$ cat config.mk
export PLATFORM = sky130hd
export DESIGN_NAME = multicycle_alu
export DESIGN_NICKNAME = d
export VERILOG_FILES = /design/src/rtl/alu_pkg.sv /design/src/rtl/mul_div_iter.sv /design/src/rtl/multicycle_alu.sv
export SDC_FILE = /design/constraint.sdc
export NUM_CORES = 1
export LEC_CHECK = 0
export CAP_MARGIN = 15
export CORE_MARGIN = 4
export CORE_UTILIZATION = 45
export DETAILED_ROUTE_END_ITERATION = 16
export HOLD_SLACK_MARGIN = 0.06
export PLACE_DENSITY = 0.66
export SLEW_MARGIN = 30
export SYNTH_ARGS = -nofsm -noshare
export SYNTH_HDL_FRONTEND = slang
export SYNTH_SLANG_ARGS = --single-unit
$ cat constraint.sdc
create_clock -name clk -period 9.45 [get_ports clk]
set_input_delay 2.835 -clock clk [delete_from_list [all_inputs] [get_ports clk]]
set_output_delay 2.835 -clock clk [all_outputs]
set_load 0.1 [all_outputs]
$ cat src/rtl/alu_pkg.sv
// Shared op codes, FSM encodings and helpers for the multicycle ALU.
package alu_pkg;

  localparam int unsigned OP_W = 4;

  typedef enum logic [OP_W-1:0] {
    OP_ADD   = 4'd0,
    OP_SUB   = 4'd1,
    OP_SLL   = 4'd2,
    OP_SLT   = 4'd3,
    OP_SLTU  = 4'd4,
    OP_XOR   = 4'd5,
    OP_SRL   = 4'd6,
    OP_SRA   = 4'd7,
    OP_OR    = 4'd8,
    OP_AND   = 4'd9,
    OP_MUL   = 4'd10,
    OP_MULHU = 4'd11,
    OP_DIVU  = 4'd12,
    OP_REMU  = 4'd13,
    OP_ILL14 = 4'd14,
    OP_ILL15 = 4'd15
  } op_e;

  typedef enum logic [1:0] {
    ST_IDLE = 2'd0,
    ST_EXEC = 2'd1,
    ST_DONE = 2'd2
  } state_e;

  typedef struct packed {
    logic illegal;
    logic ovf;
    logic carry;
    logic sign;
    logic zero;
  } flags_t;

  function automatic bit width_legal(int unsigned w);
    return (w == 8) || (w == 16) || (w == 32) || (w == 64);
  endfunction

  function automatic bit is_iter(op_e o);
    return (o == OP_MUL) || (o == OP_MULHU) || (o == OP_DIVU) || (o == OP_REMU);
  endfunction

  function automatic bit is_div(op_e o);
    return (o == OP_DIVU) || (o == OP_REMU);
  endfunction

endpackage

$ cat src/rtl/mul_div_iter.sv
// Iterative shift-add multiplier / restoring divider, one bit per cycle for WIDTH cycles.
module mul_div_iter
  import alu_pkg::*;
#(
  parameter int unsigned WIDTH = 32
) (
  input  logic             clk,
  input  logic             rst,
  input  logic             start,
  input  op_e              op,
  input  logic [WIDTH-1:0] a,
  input  logic [WIDTH-1:0] b,
  output logic             done,
  output logic [WIDTH-1:0] hi,
  output logic [WIDTH-1:0] lo
);

  localparam int unsigned CW = $clog2(WIDTH + 1);

  logic [WIDTH-1:0] hi_q, hi_d, lo_q, lo_d, b_q, b_d;
  logic             div_q, div_d;
  logic [CW-1:0]    cnt_q, cnt_d;
  logic             done_q, done_d;
  logic [WIDTH:0]   add_sum;
  logic [WIDTH:0]   rem_sh;

  // hi:lo is product (MSB:LSB) for multiply, remainder:quotient for divide
  always_comb begin
    hi_d    = hi_q;
    lo_d    = lo_q;
    b_d     = b_q;
    div_d   = div_q;
    cnt_d   = cnt_q;
    done_d  = 1'b0;
    add_sum = {1'b0, hi_q} + (lo_q[0] ? {1'b0, b_q} : '0);
    rem_sh  = {hi_q, lo_q[WIDTH-1]};
    if (start) begin
      hi_d  = '0;
      lo_d  = a;
      b_d   = b;
      div_d = is_div(op);
      cnt_d = CW'(WIDTH);
    end else if (cnt_q != '0) begin
      cnt_d  = cnt_q - CW'(1);
      // done flags the cycle whose closing edge performs the final step
      done_d = (cnt_q == CW'(2));
      if (div_q) begin
        if (rem_sh >= {1'b0, b_q}) begin
          hi_d = WIDTH'(rem_sh - {1'b0, b_q});
          lo_d = {lo_q[WIDTH-2:0], 1'b1};
        end else begin
          hi_d = rem_sh[WIDTH-1:0];
          lo_d = {lo_q[WIDTH-2:0], 1'b0};
        end
      end else begin
        hi_d = add_sum[WIDTH:1];
        lo_d = {add_sum[0], lo_q[WIDTH-1:1]};
      end
    end
  end

  always_ff @(posedge clk) begin
    if (rst) begin
      hi_q   <= '0;
      lo_q   <= '0;
      b_q    <= '0;
      div_q  <= 1'b0;
      cnt_q  <= '0;
      done_q <= 1'b0;
    end else begin
      hi_q   <= hi_d;
      lo_q   <= lo_d;
      b_q    <= b_d;
      div_q  <= div_d;
      cnt_q  <= cnt_d;
      done_q <= done_d;
    end
  end

  assign done = done_q;
  assign hi   = hi_q;
  assign lo   = lo_q;

endmodule

$ cat src/rtl/multicycle_alu.sv
// Handshaked ALU: single-cycle logic/arith ops inline, mul/div via mul_div_iter.
module multicycle_alu
  import alu_pkg::*;
#(
  parameter int unsigned WIDTH = 32,
  parameter int unsigned SHW   = $clog2(WIDTH)
) (
  input  logic             clk,
  input  logic             rst,
  input  logic             in_valid,
  output logic             in_ready,
  input  logic [3:0]       op,
  input  logic [WIDTH-1:0] src_a,
  input  logic [WIDTH-1:0] src_b,
  output logic             out_valid,
  input  logic             out_ready,
  output logic [WIDTH-1:0] result,
  output logic             zero_flag,
  output logic             sign_flag,
  output logic             carry_flag,
  output logic             ovf_flag,
  output logic             illegal_op
);

  if (!width_legal(WIDTH)) begin : g_width_bad
    $error("multicycle_alu: WIDTH must be 8, 16, 32 or 64");
  end

  state_e           state_q, state_d;
  op_e              op_q, op_d;
  logic [WIDTH-1:0] a_q, a_d, b_q, b_d, result_q, result_d;
  flags_t           flags_q, flags_d;
  logic             out_valid_q, out_valid_d, in_ready_q, in_ready_d;
  logic             accept_c, md_start_c, md_done;
  logic [WIDTH-1:0] md_hi, md_lo, calc_res;
  flags_t           calc_flg;
  logic [WIDTH:0]   sum, diff;
  logic [SHW-1:0]   shamt;

  mul_div_iter #(.WIDTH(WIDTH)) u_mul_div (
    .clk   (clk),
    .rst   (rst),
    .start (md_start_c),
    .op    (op_e'(op)),
    .a     (src_a),
    .b     (src_b),
    .done  (md_done),
    .hi    (md_hi),
    .lo    (md_lo)
  );

  // Result and flags from the latched request
  always_comb begin
    sum      = {1'b0, a_q} + {1'b0, b_q};
    diff     = {1'b0, a_q} - {1'b0, b_q};
    shamt    = b_q[SHW-1:0];
    calc_res = '0;
    calc_flg = '0;
    case (op_q)
      OP_ADD: begin
        calc_res       = sum[WIDTH-1:0];
        calc_flg.carry = sum[WIDTH];
        calc_flg.ovf   = (a_q[WIDTH-1] == b_q[WIDTH-1]) && (sum[WIDTH-1] != a_q[WIDTH-1]);
      end
      OP_SUB: begin
        calc_res       = diff[WIDTH-1:0];
        calc_flg.carry = ~diff[WIDTH];
        calc_flg.ovf   = (a_q[WIDTH-1] != b_q[WIDTH-1]) && (diff[WIDTH-1] != a_q[WIDTH-1]);
      end
      OP_SLL:   calc_res = a_q << shamt;
      OP_SLT:   calc_res = WIDTH'($signed(a_q) < $signed(b_q));
      OP_SLTU:  calc_res = WIDTH'(a_q < b_q);
      OP_XOR:   calc_res = a_q ^ b_q;
      OP_SRL:   calc_res = a_q >> shamt;
      OP_SRA:   calc_res = WIDTH'($signed(a_q) >>> shamt);
      OP_OR:    calc_res = a_q | b_q;
      OP_AND:   calc_res = a_q & b_q;
      OP_MUL:   calc_res = md_lo;
      OP_MULHU: calc_res = md_hi;
      OP_DIVU:  calc_res = md_lo;
      OP_REMU:  calc_res = md_hi;
      default:  calc_flg.illegal = 1'b1;
    endcase
    calc_flg.zero = (calc_res == '0);
    calc_flg.sign = calc_res[WIDTH-1];
  end

  // First DONE cycle registers the result; out_valid follows one edge later
  always_comb begin
    state_d     = state_q;
    op_d        = op_q;
    a_d         = a_q;
    b_d         = b_q;
    result_d    = result_q;
    flags_d     = flags_q;
    out_valid_d = out_valid_q;
    md_start_c  = 1'b0;
    accept_c    = in_valid && in_ready_q;
    case (state_q)
      ST_IDLE: begin
        if (accept_c) begin
          op_d       = op_e'(op);
          a_d        = src_a;
          b_d        = src_b;
          md_start_c = is_iter(op_e'(op));
          state_d    = is_iter(op_e'(op)) ? ST_EXEC : ST_DONE;
        end
      end
      ST_EXEC: begin
        if (md_done) state_d = ST_DONE;
      end
      ST_DONE: begin
        if (!out_valid_q) begin
          result_d    = calc_res;
          flags_d     = calc_flg;
          out_valid_d = 1'b1;
        end else if (out_ready) begin
          out_valid_d = 1'b0;
          state_d     = ST_IDLE;
        end
      end
      default: state_d = ST_IDLE;
    endcase
    in_ready_d = (state_d == ST_IDLE);
  end

  always_ff @(posedge clk) begin
    if (rst) begin
      state_q     <= ST_IDLE;
      op_q        <= OP_ADD;
      a_q         <= '0;
      b_q         <= '0;
      result_q    <= '0;
      flags_q     <= '0;
      out_valid_q <= 1'b0;
      in_ready_q  <= 1'b1;
    end else begin
      state_q     <= state_d;
      op_q        <= op_d;
      a_q         <= a_d;
      b_q         <= b_d;
      result_q    <= result_d;
      flags_q     <= flags_d;
      out_valid_q <= out_valid_d;
      in_ready_q  <= in_ready_d;
    end
  end

  assign in_ready   = in_ready_q;
  assign out_valid  = out_valid_q;
  assign result     = result_q;
  assign zero_flag  = flags_q.zero;
  assign sign_flag  = flags_q.sign;
  assign carry_flag = flags_q.carry;
  assign ovf_flag   = flags_q.ovf;
  assign illegal_op = flags_q.illegal;

endmodule

Yosys cells after proc, flatten, opt, wreduce, memory -nomap -nowiden
Index checks and enable logic that the tools add are counted.

Register bits: 213. Output and inout bits: 39.

Add/sub/neg operators: 5. Order comparisons: 3. Eq/ne operators: 24. Shift operators: 3. Mux-type cells: 22. Bitwise operators: 6. Reductions and logical operators: 20.

Operator list (number): one-hot mux 32 bit (12 select lines) (1); 2-to-1 mux 32 bit (6); adder 32 x 32 -> 33 bit (2); < comparator 32 bit (2); equality test 4 bit (second input constant) (10); greater-or-equal comparator 33 x 32 -> 1 bit (1); subtractor 32 x 32 -> 33 bit (1); bitwise AND 32 bit (1); zero test 32 bit (1); bitwise OR 32 bit (1); left shift 32 x 5 -> 32 bit (1); >> shifter 32 x 5 -> 32 bit (1); >>> shifter 32 x 5 -> 32 bit (1); subtractor 32 bit (1); XOR 32 bit (1); equality test 4 x 3 -> 1 bit (second input constant) (4); OR reduction 14 bit (1); 2-to-1 mux 6 bit (2); 2-to-1 mux 2 bit (5); equality test 4 x 2 -> 1 bit (second input constant) (2); equality test 6 x 2 -> 1 bit (second input constant) (1); 2-to-1 mux 1 bit (6); one-hot mux 2 bit (3 select lines) (1); nonzero test 6 bit (1); other kinds (16) (29).

Logic depth before layout (Yosys ltp)
Depth after elaboration: 8. Mapped depth: 19. Gate-level depth less buffers: 16.

By module
From an unflattened synthesis, not the netlist that was laid out.

Cell total of the unflattened synthesis: 3181. Area total of the unflattened synthesis: 23362.4 um^2.

By module, submodules not included: multicycle_alu (instances 1, cells each 1995, area an instance 14383.8 um^2); mul_div_iter (instances 1, cells each 1186, area an instance 8978.6 um^2).

Worst setup path after synthesis
OpenSTA, ideal clock, no wires.

Path kind: reg2reg. Start point: register b_q[3]. End point: register flags_q (netlist bit zero_flag). Arrival: 4.421 ns. Required time: 9.366 ns. Setup slack: 4.945 ns. Stages on the path, launching flop included: 20. Path buffers: 5. Cells stage by stage: dfxtp_1 > clkbuf_1 > inv_1 > clkbuf_1 > buf_1 > buf_1 > ha_1 > buf_2 > o21ai_1 > o21bai_2 > a2111oi_4 > o31a_1 > a21o_2 > o21bai_1 > a21o_1 > a221o_1 > a2111o_1 > nor4_2 > nand4_1 > o31ai_2.

Word-level cells in the longest chain between the ends: 3.

Ends and longest elaborated chain: from (decl) (RTL line multicycle_alu.sv:31) `logic [WIDTH-1:0] a_q, a_d, b_q, b_d, result_q, result_d;`; from (signal assigned) (RTL line multicycle_alu.sv:132) `b_q <= '0;`; from (signal assigned) (RTL line multicycle_alu.sv:141) `b_q <= b_d;`; subtractor 32 x 32 -> 33 bit, or another cell as far along (RTL line multicycle_alu.sv:55) `diff = {1'b0, a_q} - {1'b0, b_q};`; one-hot mux 32 bit (12 select lines) * (RTL line multicycle_alu.sv:59) `case (op_q)`; zero test 32 bit * (RTL line multicycle_alu.sv:84) `calc_flg.zero = (calc_res == '0);`; to (signal assigned) (RTL line multicycle_alu.sv:143) `flags_q <= flags_d;`; to (decl) (RTL line multicycle_alu.sv:32) `flags_t flags_q, flags_d;`.

Every way passes the cells marked *; elsewhere a longest branch is shown, timed or not. A chain may end at the register's enable or synchronous reset.

Final worst setup path
Start point: register op_q[0]. End point: register flags_q (netlist bit zero_flag).

Word-level cells in the longest chain between the ends: 4.

Ends and longest elaborated chain: from (decl) (RTL line multicycle_alu.sv:30) `op_e op_q, op_d;`; from (signal assigned) (RTL line multicycle_alu.sv:139) `op_q <= op_d;`; equality test 4 bit (RTL line multicycle_alu.sv:59); OR reduction 2 bit (no source line); one-hot mux 32 bit (12 select lines) * (RTL line multicycle_alu.sv:59); zero test 32 bit * (RTL line multicycle_alu.sv:84).

Marked as above.

==> results.md <==
* Result of the run: finished, final reports clean
* Finish-stage setup viols at 0
* Sw power at 3.75 mW
* Number of global-route vias before repair at 23800
* Power per standard cell area at 283 nW/µm²
* FF+latch area at 4260 µm²
* Number of cells produced by synthesis at 3140
* Yosys top cell area share at 18.5%
* Clock tree from TritonCTS: done
* Switch share at 52.4%
* Area leader, netlist: dfxtp_1
* Share of cells above drive strength 1 at 7.53%
* Number of synthesized flops with an enable pin at 0
* Starting utilization of the core area at 45.7%
* Dominant cells by area after synthesis: dfxtp_1, ha_1, nand2_1
* Master cell of the clock root buffer: clkbuf_16
* Setup clock skew after layout at 0.0198 ns
* Io pins at 111
* Synthesis-to-layout area growth at 9.98%
* Total vias in the final route at 25500
* Clock group share of total power at 14.6%
* Via-per-instance ratio at 6.76
* Initial DRC Count at 3386
* Dominant register cell in the synthesized netlist: dfxtp_1
* DIE HEIGHT at 234 µm
* Top achievable clock speed at 0.175 GHz
* GPL Wtd Cong at 1.06
* Placeable Area at 50300 µm²
* Share of total power in sequential cells at 20.8%
* Fraction of the yosys area taken by sequential cells at 18.5%
* Number of buffers inserted for hold repair after clock tree synthesis at 0
* Seq cells post-synth at 212
* Static leakage at 9.44 nW
* Synth cell types at 105
* Clock sink count at 212
* CP required at 9.93 ns
* Number of clock buffers inserted by TritonCTS at 26
* Fraction of synthesis flops using an asynchronous set or reset pin at 0%
* Filler cell count at 5028
* Overflow left after global routing at 0
* Die width at 234 µm
* Commonest cells in the netlist: nand2_1, a21oi_1, nor2_1
* Start-to-end type of the worst setup path: reg2reg
* Pin count of the biggest net entering global routing at 70
* H-Tree Level Count at 1
* Combinational fraction of design power at 64.7%
* Antenna violations before repair at 2
* Worst Hold Slack at 0.456 ns
* Launching element type of the critical path: flip-flop
* Number of rows in the core area at 82
* Number of cells upsized or downsized after cts at 0
* Clock slew at the register clock pins of the worst setup and hold paths at 0.06 ns
* Mean instance size in the synthesized netlist at 7.31 µm²
* Count of buffers from port buffering at 110
* Inserted Diodes at 0
* Synthesized Nets at 3383
* Maximum fanout along the worst path at 50
* Die Area at 54700 µm²
* Endpoint type of the worst setup path: flip-flop
* Max capacitance violation total at 0
* Relative slew margins at 32.0%
* Setup_tns at 0 ns
* Post-route fraction of the period consumed by the critical path at 60.4%
* Yosys warns at 0
* HPWL after detailed placement at 82.9 mm
* Clock latency at the later pin of the worst-skew pair at 0.58 ns
* Area of the multi-input gates at 17100 µm²
* Global-route wire length before repair at 157 mm
* Most frequent cell after synthesis: nand2_1
* Worst hold path type: reg2reg
* Cell area after synthesis at 23000 µm²
* Internal power component at 3.40 mW
* Final hold vios at 0
* Maximum ir drop on the vdd rail at 0.315 mV
* DRC errors left at 0
* Actual transition at the worst max-transition pin at 0.995 ns
* Post-CTS Setup Inserts at 0
* Nets at 3334
* Fin crit period at 5.71 ns
* Max Slew Vio Count at 0
* Global-route usage over all layers at 38.1%
* Setup repair after global routing missed its margin: no
* Number of detailed-routing iterations run before antenna repair at 7
* Routed wire length at 109 mm
* Antenna Violating Nets Remaining at 0
* Endpoint arrival time on the critical path at 6.19 ns
* Max Root-Sink Buffers at 3
* Per-cell routed wire length at 28.7 µm
cells in the final DEF, fill, tap and decap left out, types with 16 or more instances in the layout:
cell | netlist | layout
a211oi_1 | 74 | 74
a21o_1 | 39 | 39
a21oi_1 | 339 | 339
a221oi_1 | 23 | 23
a22oi_1 | 16 | 16
a31oi_1 | 27 | 27
and2_1 | 50 | 49
and3_1 | 18 | 17
buf_4 | 7 | 57
clkbuf_16 | 0 | 28
clkdlybuf4s50_1 | 0 | 109
dfxtp_1 | 212 | 206
ha_1 | 167 | 167
inv_1 | 152 | 152
mux2_2 | 27 | 27
mux2i_1 | 117 | 117
mux4_2 | 47 | 47
nand2_1 | 453 | 452
nand2b_1 | 35 | 35
nand3_1 | 66 | 65
nand4_1 | 23 | 23
nor2_1 | 263 | 262
nor2b_1 | 23 | 22
nor3_1 | 59 | 58
nor4_1 | 26 | 25
o211ai_1 | 74 | 74
o21a_1 | 28 | 28
o21ai_0 | 122 | 122
o21bai_1 | 20 | 20
o221ai_1 | 19 | 19
o31ai_1 | 20 | 20
xnor2_1 | 44 | 44
xor2_1 | 19 | 19
layer usage:
metal	wire length, µm	up-vias	track usage, %
met2	47300	1568	59.4
met5	14	-	0
li1	-	11400	-
met4	6500	2	18.8
met1	43200	12300	50.0
met3	11600	306	8.11
state kept, by name, summed over array words and instances, names as in the netlist, 2 cells and up:
register and count:
u_mul_div.hi 32, a_q 32, state_q 2, u_mul_div.b_q 32
b_q 32, u_mul_div.lo 32, u_mul_div.cnt_q 6, op_q 4
result 32
stage by stage:
step           cell area, µm²  std cells  worst slack [ns]  power, mW  util (%)
2_1_floorplan           23000       3140              4.95       4.66         -
3_3_place_gp            24400       3733              3.99       5.92      48.5
3_5_place_dp            24400       3735              4.01       5.97      48.5
4_1_cts                 25300       3779              3.95       7.04      50.2
5_1_grt                 25300       3779              3.87       7.54      50.2
6_report                25300       3779              3.74       7.16      50.2
path summary, 6_finish.rpt:
path | start | endpoint | slack (ns) | depth (start not counted)
setup reg to reg | op_q[0] | zero_flag | 3.74 | 11
setup / recovery | op_q[0] | zero_flag | 3.74 | 11
hold reg to reg | illegal_op | illegal_op | 0.46 | 2
hold / removal | illegal_op | illegal_op | 0.46 | 2
layout make-up:
class                           instances  area share, %
Tap cell                              672           3.33
Clock inverter                         10          0.540
Multi-Input combinational cell       2523           67.9
Clock buffer                           34           2.90
Sequential cell                       212           16.9
Timing Repair Buffer                  169           6.12
Inverter                              159           2.36
power groups by stage:
stage	Combinational [mW]	Sequential, mW	Clock, mW
after global placement	4.45	1.47	0
final	4.63	1.49	1.04
after detailed placement	4.49	1.48	0
after floorplan	3.15	1.51	0
after global routing	4.95	1.50	1.09
after CTS	4.52	1.46	1.06
critical path, stage by stage, from the launching register on:
cell and delay [ns]:
dfxtp_2 0.80, buf_4 0.75, nor4b_2 0.29, nand3_1 0.46, a211oi_1 0.08, a2111oi_0 0.89, o21ai_0 0.35, a211oi_1 0.73
o2111ai_1 0.32, a2111oi_2 0.47, nand4_1 0.17, o31ai_2 0.22
logic make-up after synthesis:
| group | share of synthesized area (%) |
|---|---|
| XOR/XNOR | 2.47 |
| AND/OR/NAND/NOR | 21.8 |
| adder cells (fa/ha/maj) | 9.45 |
| multiplexers | 11.8 |
| flip-flops | 18.5 |
| buffers and inverters | 7.18 |
| AO/OA/AOI/OAI | 28.9 |
No activity file was read; power rests on OpenSTA's default activity.
